File: config.mk
export PLATFORM = sky130hd
export DESIGN_NAME = pixel_stream_receiver
export DESIGN_NICKNAME = d
export VERILOG_FILES = /design/src/rtl/pixel_rx_pkg.sv /design/src/rtl/pixel_out_stage.sv /design/src/rtl/pixel_stream_receiver.sv
export SDC_FILE = /design/constraint.sdc
export NUM_CORES = 1
export LEC_CHECK = 0
export CORE_MARGIN = 5
export CORE_UTILIZATION = 40
export DETAILED_ROUTE_END_ITERATION = 6
export SKIP_CTS_REPAIR_TIMING = 1
export SLEW_MARGIN = 20
export SYNTH_ARGS = -nofsm -noshare
export SYNTH_HDL_FRONTEND = slang
export SYNTH_HIERARCHICAL = 1
export SYNTH_SLANG_ARGS = --single-unit
File: constraint.sdc
create_clock -name clk -period 11.4 [get_ports clk]
set_input_delay 1.14 -clock clk [delete_from_list [all_inputs] [get_ports clk]]
set_output_delay 1.14 -clock clk [all_outputs]
set_load 0.005 [all_outputs]
File: src/rtl/pixel_rx_pkg.sv
// Shared types and widths for the ray-tracer pixel stream receiver.
package pixel_rx_pkg;
  localparam int DIM_W = 13;
  localparam int PIX_W = 24;

  typedef enum logic {IDLE, ACTIVE} state_t;

  typedef struct packed {
    logic [7:0] r;
    logic [7:0] g;
    logic [7:0] b;
  } pixel_t;
endpackage

File: src/rtl/pixel_out_stage.sv
// One-entry valid/ready output register; upstream ready passes through when
// the held entry is being drained in the same cycle.
module pixel_out_stage #(
  parameter int ADDR_W = 26,
  parameter int DATA_W = 24
) (
  input  logic              clk,
  input  logic              reset_n,
  input  logic              in_valid,
  input  logic [ADDR_W-1:0] in_addr,
  input  logic [DATA_W-1:0] in_data,
  output logic              ready,
  output logic              wr_valid,
  input  logic              wr_ready,
  output logic [ADDR_W-1:0] wr_addr,
  output logic [DATA_W-1:0] wr_data
);
  assign ready = !wr_valid || wr_ready;

  always_ff @(posedge clk) begin
    if (!reset_n) begin
      wr_valid <= 1'b0;
      wr_addr  <= '0;
      wr_data  <= '0;
    end else if (in_valid && ready) begin
      wr_valid <= 1'b1;
      wr_addr  <= in_addr;
      wr_data  <= in_data;
    end else if (wr_ready) begin
      wr_valid <= 1'b0;
    end
  end
endmodule

File: src/rtl/pixel_stream_receiver.sv
// Pixel stream sink: checks sof/last_x framing against the configured image
// size and turns each accepted pixel into a linear frame-buffer write.
module pixel_stream_receiver
  import pixel_rx_pkg::*;
#(
  parameter int ADDR_W = 26,
  parameter int CNT_W  = 16
) (
  input  logic              clk,
  input  logic              reset_n,
  input  logic [DIM_W-1:0]  image_width,
  input  logic [DIM_W-1:0]  image_height,
  input  logic              valid_in,
  input  logic [7:0]        r,
  input  logic [7:0]        g,
  input  logic [7:0]        b,
  input  logic              sof,
  input  logic              last_x,
  output logic              ready_out,
  output logic              wr_valid,
  input  logic              wr_ready,
  output logic [ADDR_W-1:0] wr_addr,
  output logic [PIX_W-1:0]  wr_data,
  output logic              frame_done,
  output logic              sof_err,
  output logic              eol_err,
  output logic [CNT_W-1:0]  frame_count,
  output logic [CNT_W-1:0]  drop_count
);
  state_t             state, state_d;
  logic [DIM_W-1:0]   width, height, x, y;
  logic [ADDR_W-1:0]  addr, line_base, in_addr;
  logic               xfer, dims_ok, x_last, y_last, single;
  logic               load, start, advance, eol, drop, set_sof, set_eol, frame_end;
  pixel_t             pix;

  assign pix     = {r, g, b};
  assign xfer    = valid_in && ready_out;
  assign dims_ok = (image_width != '0) && (image_height != '0);
  assign single  = (image_width == DIM_W'(1)) && (image_height == DIM_W'(1));
  assign x_last  = (x == width - DIM_W'(1));
  assign y_last  = (y == height - DIM_W'(1));

  always_ff @(posedge clk) begin
    if (!reset_n) state <= IDLE;
    else          state <= state_d;
  end

  always_comb begin
    state_d   = state;
    load      = 1'b0;
    start     = 1'b0;
    advance   = 1'b0;
    eol       = 1'b0;
    drop      = 1'b0;
    set_sof   = 1'b0;
    set_eol   = 1'b0;
    frame_end = 1'b0;
    in_addr   = addr;
    if (xfer) begin
      // A mid-frame sof is only an error when it lands off pixel (0,0).
      if (sof) set_sof = (state == ACTIVE) && ((x != '0) || (y != '0));
      if (sof && dims_ok) begin
        start   = 1'b1;
        load    = 1'b1;
        in_addr = '0;
        if (single) begin
          frame_end = 1'b1;
          state_d   = IDLE;
        end else begin
          state_d   = ACTIVE;
        end
      end else if (sof || state == IDLE) begin
        drop    = 1'b1;
        state_d = IDLE;
      end else begin
        load    = 1'b1;
        advance = 1'b1;
        eol     = last_x || x_last;
        set_eol = last_x != x_last;
        if (eol && y_last) begin
          frame_end = 1'b1;
          state_d   = IDLE;
        end
      end
    end
  end

  always_ff @(posedge clk) begin
    if (!reset_n) begin
      width       <= '0;
      height      <= '0;
      x           <= '0;
      y           <= '0;
      addr        <= '0;
      line_base   <= '0;
      frame_done  <= 1'b0;
      sof_err     <= 1'b0;
      eol_err     <= 1'b0;
      frame_count <= '0;
      drop_count  <= '0;
    end else begin
      frame_done <= frame_end;
      if (frame_end) frame_count <= frame_count + CNT_W'(1);
      if (drop && drop_count != '1) drop_count <= drop_count + CNT_W'(1);
      if (set_sof) sof_err <= 1'b1;
      if (set_eol) eol_err <= 1'b1;
      if (start) begin
        width  <= image_width;
        height <= image_height;
        addr   <= ADDR_W'(1);
        if (image_width == DIM_W'(1)) begin
          x         <= '0;
          y         <= DIM_W'(1);
          line_base <= ADDR_W'(1);
        end else begin
          x         <= DIM_W'(1);
          y         <= '0;
          line_base <= '0;
        end
      end else if (advance) begin
        // line_base realigns the address even when last_x comes early.
        if (eol) begin
          x         <= '0;
          y         <= y + DIM_W'(1);
          addr      <= line_base + ADDR_W'(width);
          line_base <= line_base + ADDR_W'(width);
        end else begin
          x    <= x + DIM_W'(1);
          addr <= addr + ADDR_W'(1);
        end
      end
    end
  end

  pixel_out_stage #(.ADDR_W(ADDR_W), .DATA_W(PIX_W)) u_out (
    .clk      (clk),
    .reset_n  (reset_n),
    .in_valid (load),
    .in_addr  (in_addr),
    .in_data  (pix),
    .ready    (ready_out),
    .wr_valid (wr_valid),
    .wr_ready (wr_ready),
    .wr_addr  (wr_addr),
    .wr_data  (wr_data)
  );
endmodule

Word level (Yosys, flattened, before mapping). Index checks and enable logic that the tools add are counted.

Add/sub/neg operators: 8. Equal/unequal tests: 6. Multiplexer cells: 46. Bitwise operators: 2. Reduce and logical (&&, ||, !) cells: 24.

Operators by type and width (count): two-way mux 26 bit (6); two-way mux 13 bit (6); nonzero test 13 bit (4); two-way mux 1 bit (34); adder 16 x 1 -> 16 bit, second input constant (2); adder 13 x 1 -> 13 bit, second input constant (2); adder 26 x 1 -> 26 bit, second input constant (1); adder 26 x 13 -> 26 bit (1); == test 13 x 1 -> 1 bit, second input constant (2); == test 13 bit (2); subtractor 13 x 1 -> 13 bit, second input constant (2); != test 16 bit, second input constant (1); logical AND 1 bit (8); nonzero test 2 bit (3); logical OR 1 bit (4); AND reduction 2 bit (2); nonzero test 3 bit (1); NOT 1 bit (2); OR reduction 2 bit (1); zero test 1 bit (1); != test 1 bit (1).

Flip-flop bits (word level): 191. Input bits: 56. Output and inout bits: 87. Logic and storage cells: 102.

Longest topological paths before layout.
Depth in word-level cells: 9. Depth in mapped cells: 17. Depth with buffers taken out: 17.

By module. The synthesis kept the hierarchy.

Modules (own cells, without submodules): pixel_stream_receiver (times used 1, cells each 1058, area each 8291.7 sq um, seq. area each 2802.7 sq um); pixel_out_stage (times used 1, cells each 222, area each 2085.8 sq um, seq. area each 1021.0 sq um).

Least setup slack after synthesis. Ideal clock, no wire load.

Kind: register -> register. From: register width[7]. To: register frame_count[11]. Library setup time: 0.115 ns. Arrival time: 3.704 ns. Required time: 11.285 ns. Setup slack: 7.581 ns. Stages on the path, launching flop included: 16. Path buffers: 0. Period minus slack after synthesis: 3.819 ns. Cell sequence: dfxtp_1 -> or3_1 -> or3_1 -> or3b_2 -> nand3_1 -> o21ai_0 -> o22ai_1 -> nand4_1 -> ha_1 -> nor3_1 -> nand4_1 -> nor4_4 -> nand4_2 -> a2111oi_1 -> xor2_1 -> and2_1.

Longest elaborated chain between the ends: 8.

Ends and longest elaborated chain: from (decl) (RTL line pixel_stream_receiver.sv:31) `logic [DIM_W-1:0] width, height, x, y;`; from (signal assigned) (RTL line pixel_stream_receiver.sv:109) `width <= image_width;`; subtractor 13 x 1 -> 13 bit (RTL line pixel_stream_receiver.sv:41) `assign x_last = (x == width - DIM_W'(1));`; == test 13 bit (RTL line pixel_stream_receiver.sv:41); logical OR 1 bit (RTL line pixel_stream_receiver.sv:79) `eol = last_x || x_last;`; logical AND 1 bit (RTL line pixel_stream_receiver.sv:81) `if (eol && y_last) begin`; two-way mux 1 bit (RTL line pixel_stream_receiver.sv:81); two-way mux 1 bit (RTL line pixel_stream_receiver.sv:73) `end else if (sof || state == IDLE) begin`; two-way mux 1 bit (RTL line pixel_stream_receiver.sv:63) `if (sof && dims_ok) begin`; two-way mux 1 bit (RTL line pixel_stream_receiver.sv:60) `if (xfer) begin`; to (signal assigned) (RTL line pixel_stream_receiver.sv:104) `if (frame_end) frame_count <= frame_count + CNT_W'(1);`; to (decl) (RTL line pixel_stream_receiver.sv:27) `output logic [CNT_W-1:0] frame_count,`.

Every way passes these cells. A chain may end at the register's enable or synchronous reset.

Worst setup path in the final report.
From: register width[7]. To: register frame_count[14].

The elaborated chain is that of the path after synthesis.

==> flow_results.xml <==
<?xml version="1.0" encoding="UTF-8"?>
<metrics>
  <group name="power">
    <metric name="total_power" unit="mW">1.48</metric>
    <metric name="total_leakage_power" unit="nW">4.51</metric>
    <metric name="p_per_area" unit="mW/mm²">118</metric>
    <metric name="irDropWorstVdd" unit="mV">0.0959</metric>
  </group>
  <group name="yosys">
    <metric name="share_of_the_yosys_chip_area_belonging_to_registers" unit="%">36.8</metric>
    <metric name="synth_nets" unit="">1360</metric>
    <metric name="ys_seq_elements" unit="">191</metric>
    <metric name="synth-edff-count" unit="">0</metric>
    <metric name="syn_warnings" unit="">6</metric>
    <metric name="yosys.area.top_type_share" unit="%">36.8</metric>
    <metric name="synth.area.top_cells" unit="">sky130_fd_sc_hd__dfxtp_1, sky130_fd_sc_hd__nand2_1, sky130_fd_sc_hd__mux2i_1</metric>
    <metric name="ys.flop_type" unit="">sky130_fd_sc_hd__dfxtp_1</metric>
    <metric name="syn_area_per_cell" unit="µm²">8.11</metric>
    <metric name="synthDominantAreaCellType" unit="">sky130_fd_sc_hd__dfxtp_1</metric>
    <metric name="synth.distinct_cells" unit="">72</metric>
    <metric name="post_synth_instance_area" unit="mm²">0.0104</metric>
    <metric name="ys_async_sr_fraction" unit="%">0</metric>
    <metric name="postSynthCellCount" unit="">1280</metric>
  </group>
  <group name="finish">
    <metric name="area.growth.synth_to_final" unit="%">21.1</metric>
    <metric name="post_route_cells_drive_above_1_share" unit="%">4.66</metric>
    <metric name="antenna_cells_inserted" unit="">0</metric>
    <metric name="finalCoreUtilization" unit="%">48.6</metric>
    <metric name="layout.nets" unit="">1462</metric>
  </group>
  <group name="place">
    <metric name="port_buffers" unit="">142</metric>
    <metric name="dp_slack" unit="ps">6830</metric>
    <metric name="place.gp.congestion" unit="">0.873</metric>
    <metric name="dp.final_hpwl" unit="µm">18800</metric>
  </group>
  <group name="routing">
    <metric name="viasPerCell" unit="">5.27</metric>
    <metric name="detail_route.wl_per_cell" unit="µm">15.3</metric>
    <metric name="detail_route.wirelength" unit="µm">26500</metric>
    <metric name="final_antenna_net_count" unit="">0</metric>
    <metric name="num_vias" unit="">9116</metric>
    <metric name="drt_pre_antenna_iters" unit="">5</metric>
    <metric name="drt_iter0_drc" unit="">684</metric>
    <metric name="route.detailed.drc" unit="">0</metric>
  </group>
  <group name="sta">
    <metric name="fin_setup_tns" unit="ps">0</metric>
    <metric name="report.final.setup_viol" unit="">0</metric>
    <metric name="setup_repair_after_global_routing_missed_its_margin" unit="">no</metric>
    <metric name="worst_slew_pin_slew" unit="ps">912</metric>
    <metric name="hold_violations" unit="">0</metric>
    <metric name="layout_setup_ws" unit="ps">6960</metric>
    <metric name="fin_skew" unit="ps">12.4</metric>
    <metric name="slew_headroom" unit="%">39.2</metric>
    <metric name="hold_slack" unit="ps">453</metric>
    <metric name="period_minus_slack" unit="ps">4440</metric>
    <metric name="timing_max_transition_violations_final" unit="">0</metric>
    <metric name="max_clock_freq" unit="MHz">225</metric>
    <metric name="period_utilisation_layout" unit="%">39.0</metric>
  </group>
  <group name="global_routing">
    <metric name="grtUsageMet1" unit="%">26.0</metric>
    <metric name="grt_use_met3" unit="%">3.33</metric>
    <metric name="use_met2" unit="%">28.3</metric>
    <metric name="grt_first_pass_wirelength" unit="µm">43500</metric>
    <metric name="grt_pass1_vias" unit="">8504</metric>
    <metric name="antenna_found_initial" unit="">0</metric>
    <metric name="grt-busiest-layer" unit="">met2</metric>
    <metric name="grt_usage" unit="%">18.1</metric>
    <metric name="grt_max_degree" unit="">73</metric>
    <metric name="gr-total-overflow" unit="">0</metric>
  </group>
  <group name="clock_tree">
    <metric name="cts-htree-levels" unit="">4</metric>
    <metric name="cts_tree" unit="">yes</metric>
    <metric name="clk_pin_slew" unit="ps">80</metric>
    <metric name="clockBufferDepth" unit="">2</metric>
    <metric name="clock_insertion_delay_worst_skew" unit="ps">440</metric>
    <metric name="cts_inserted_buffers" unit="">17</metric>
    <metric name="clock-root-buffer" unit="">sky130_fd_sc_hd__clkbuf_16</metric>
    <metric name="num_clock_sinks" unit="">191</metric>
  </group>
  <group name="min_path">
    <metric name="min_path_type" unit="">flip-flop to flip-flop</metric>
  </group>
  <group name="critical_path">
    <metric name="critical_path_arrival" unit="ps">4780</metric>
    <metric name="setup.worst_path.class" unit="">flip-flop to flip-flop</metric>
    <metric name="critical-path-max-stage-delay" unit="ps">540</metric>
    <metric name="crit_path_max_fanout" unit="">33</metric>
    <metric name="cp_slowest_cell" unit="">sky130_fd_sc_hd__a2111oi_1</metric>
    <metric name="endpoint_kind" unit="">flip-flop</metric>
    <metric name="timing.critical_path.from_type" unit="">flip-flop</metric>
    <metric name="worst_ep_required_time" unit="ps">11740</metric>
    <metric name="critical_path.cell_chain" unit="">or3_1, or3_1, or3b_2, nand3_1, o21ai_0, o22ai_1, nand4_1, ha_1, buf_4, nor3_1, nand4_1, nor4_4, nand4_2, a2111oi_1, xor2_1, and2_1</metric>
  </group>
  <group name="floorplanning">
    <metric name="floorplan.initialDensity" unit="%">40.2</metric>
    <metric name="chipHeight" unit="µm">171</metric>
    <metric name="num_io_pins" unit="">143</metric>
    <metric name="row_count" unit="">59</metric>
    <metric name="design.die.area" unit="mm²">0.0293</metric>
    <metric name="die_x" unit="µm">171</metric>
    <metric name="floorplan.core_area" unit="mm²">0.0258</metric>
  </group>
  <group name="job">
    <metric name="count_of_maximum_capacitance_violations" unit="">0</metric>
  </group>
  <group name="status">
    <metric name="status" unit="">complete, no violations</metric>
  </group>
</metrics>
-- metal layers --
layer / up-vias / routed length, µm
met2: 228 / 11600
met5: - / 0
met3: 19 / 1340
met1: 4196 / 13200
met4: 0 / 283
li1: 4673 / -
-- worst paths after layout --
check                                 from                             to  slack, ps  cells past startpoint
max reg2reg          width[7]$_SDFFE_PN0P_   frame_count[14]$_SDFFE_PN0P_       6960                     16
min reg2reg  u_out/wr_data[8]$_SDFFE_PN0P_  u_out/wr_data[8]$_SDFFE_PN0P_        450                      2
max                  width[7]$_SDFFE_PN0P_   frame_count[14]$_SDFFE_PN0P_       6960                     16
min          u_out/wr_data[8]$_SDFFE_PN0P_  u_out/wr_data[8]$_SDFFE_PN0P_        450                      2
-- cells in the mapped netlist (9+ instances only) --
master and instances:
sky130_fd_sc_hd__nand2_1 254, sky130_fd_sc_hd__dfxtp_1 191, sky130_fd_sc_hd__nor2_1 71, sky130_fd_sc_hd__a21oi_1 68, sky130_fd_sc_hd__mux2i_1 61, sky130_fd_sc_hd__nand3_1 55, sky130_fd_sc_hd__clkbuf_1 54, sky130_fd_sc_hd__and2_1 52
sky130_fd_sc_hd__xnor2_1 51, sky130_fd_sc_hd__xor2_1 50, sky130_fd_sc_hd__o21ai_0 46, sky130_fd_sc_hd__a21boi_0 31, sky130_fd_sc_hd__inv_1 27, sky130_fd_sc_hd__nand4_1 24, sky130_fd_sc_hd__ha_1 23, sky130_fd_sc_hd__nor3_1 22
sky130_fd_sc_hd__nor4_1 21, sky130_fd_sc_hd__and3_1 15, sky130_fd_sc_hd__a211oi_1 11, sky130_fd_sc_hd__o211ai_1 10, sky130_fd_sc_hd__or3_1 10, sky130_fd_sc_hd__a31oi_1 9, sky130_fd_sc_hd__nand2b_1 9
-- power breakdown --
part / switching (mW) / leakage, nW / internal (mW)
clock network: 0.298 / 0.305 / 0.336
registers: 0.0151 / 1.55 / 0.680
logic: 0.0810 / 2.66 / 0.0713
-- cells in the final DEF, fill, tap and decap left out, drive strengths merged, types with 4 or more instances in the layout --
cell,n
nor3b,4
xor2,50
a2111oi,8
nand4,25
clkinv,4
nand3,55
clkdlybuf4s50,141
a21oi,69
nor3,22
o21ai,48
xnor2,51
a211oi,11
or4,6
inv,36
nand3b,4
and3,15
nor2,73
dfxtp,191
o211ai,10
nor4,23
nand2b,10
or3,10
nand2,254
a31oi,9
clkbuf,17
ha,23
mux2i,61
o31ai,6
buf,10
a21boi,33
a21o,5
nor2b,7
and2,54
-- registers in the layout (all words and copies together), names as in the netlist --
name	flops
u_out/wr_addr	26
height	13
state	1
sof_err	1
line_base	26
x	13
width	13
y	13
u_out/wr_data	24
eol_err	1
drop_count	16
u_out/wr_valid	1
addr	26
frame_done	1
frame_count	16
-- critical path: cells and delay by family (launching register included) --
kind                       cells  cell delay (ps)
DFF                            1              390
AOI/OAI and AO/OA              3              790
xor gates and xnor gates       1              110
and+or+nand+nor               10             2610
adders and majority gates      1              200
buffers and inverters          1              240
-- stage by stage --
stage | std cells | area [µm²]
3_3_place_gp | 1698 | 11900
4_1_cts | 1730 | 12600
2_1_floorplan | 1280 | 10400
3_5_place_dp | 1698 | 11900
5_1_grt | 1730 | 12600
6_report | 1730 | 12600
-- final cells by class --
class                      count  area (µm²)
inverter                      27         101
sequential                   191        3820
clock buffer                  17         425
tap                          335         419
multi-input combinational    994        6110
timing repair buffer         151        1490
fill                        2507       13300
clock inverter                15         193
-- logic make-up after synthesis --
| group | count (synthesis) | synth area share (%) |
|---|---|---|
| flip-flops | 191 | 36.8 |
| buffers and inverters | 95 | 4.34 |
| AND/OR/NAND/NOR | 577 | 26.9 |
| adder cells (fa/ha/maj) | 24 | 2.97 |
| XOR/XNOR | 101 | 8.52 |
| multiplexers | 61 | 5.88 |
| AO/OA/AOI/OAI | 231 | 14.5 |
(Power assumes the default switching activity.)
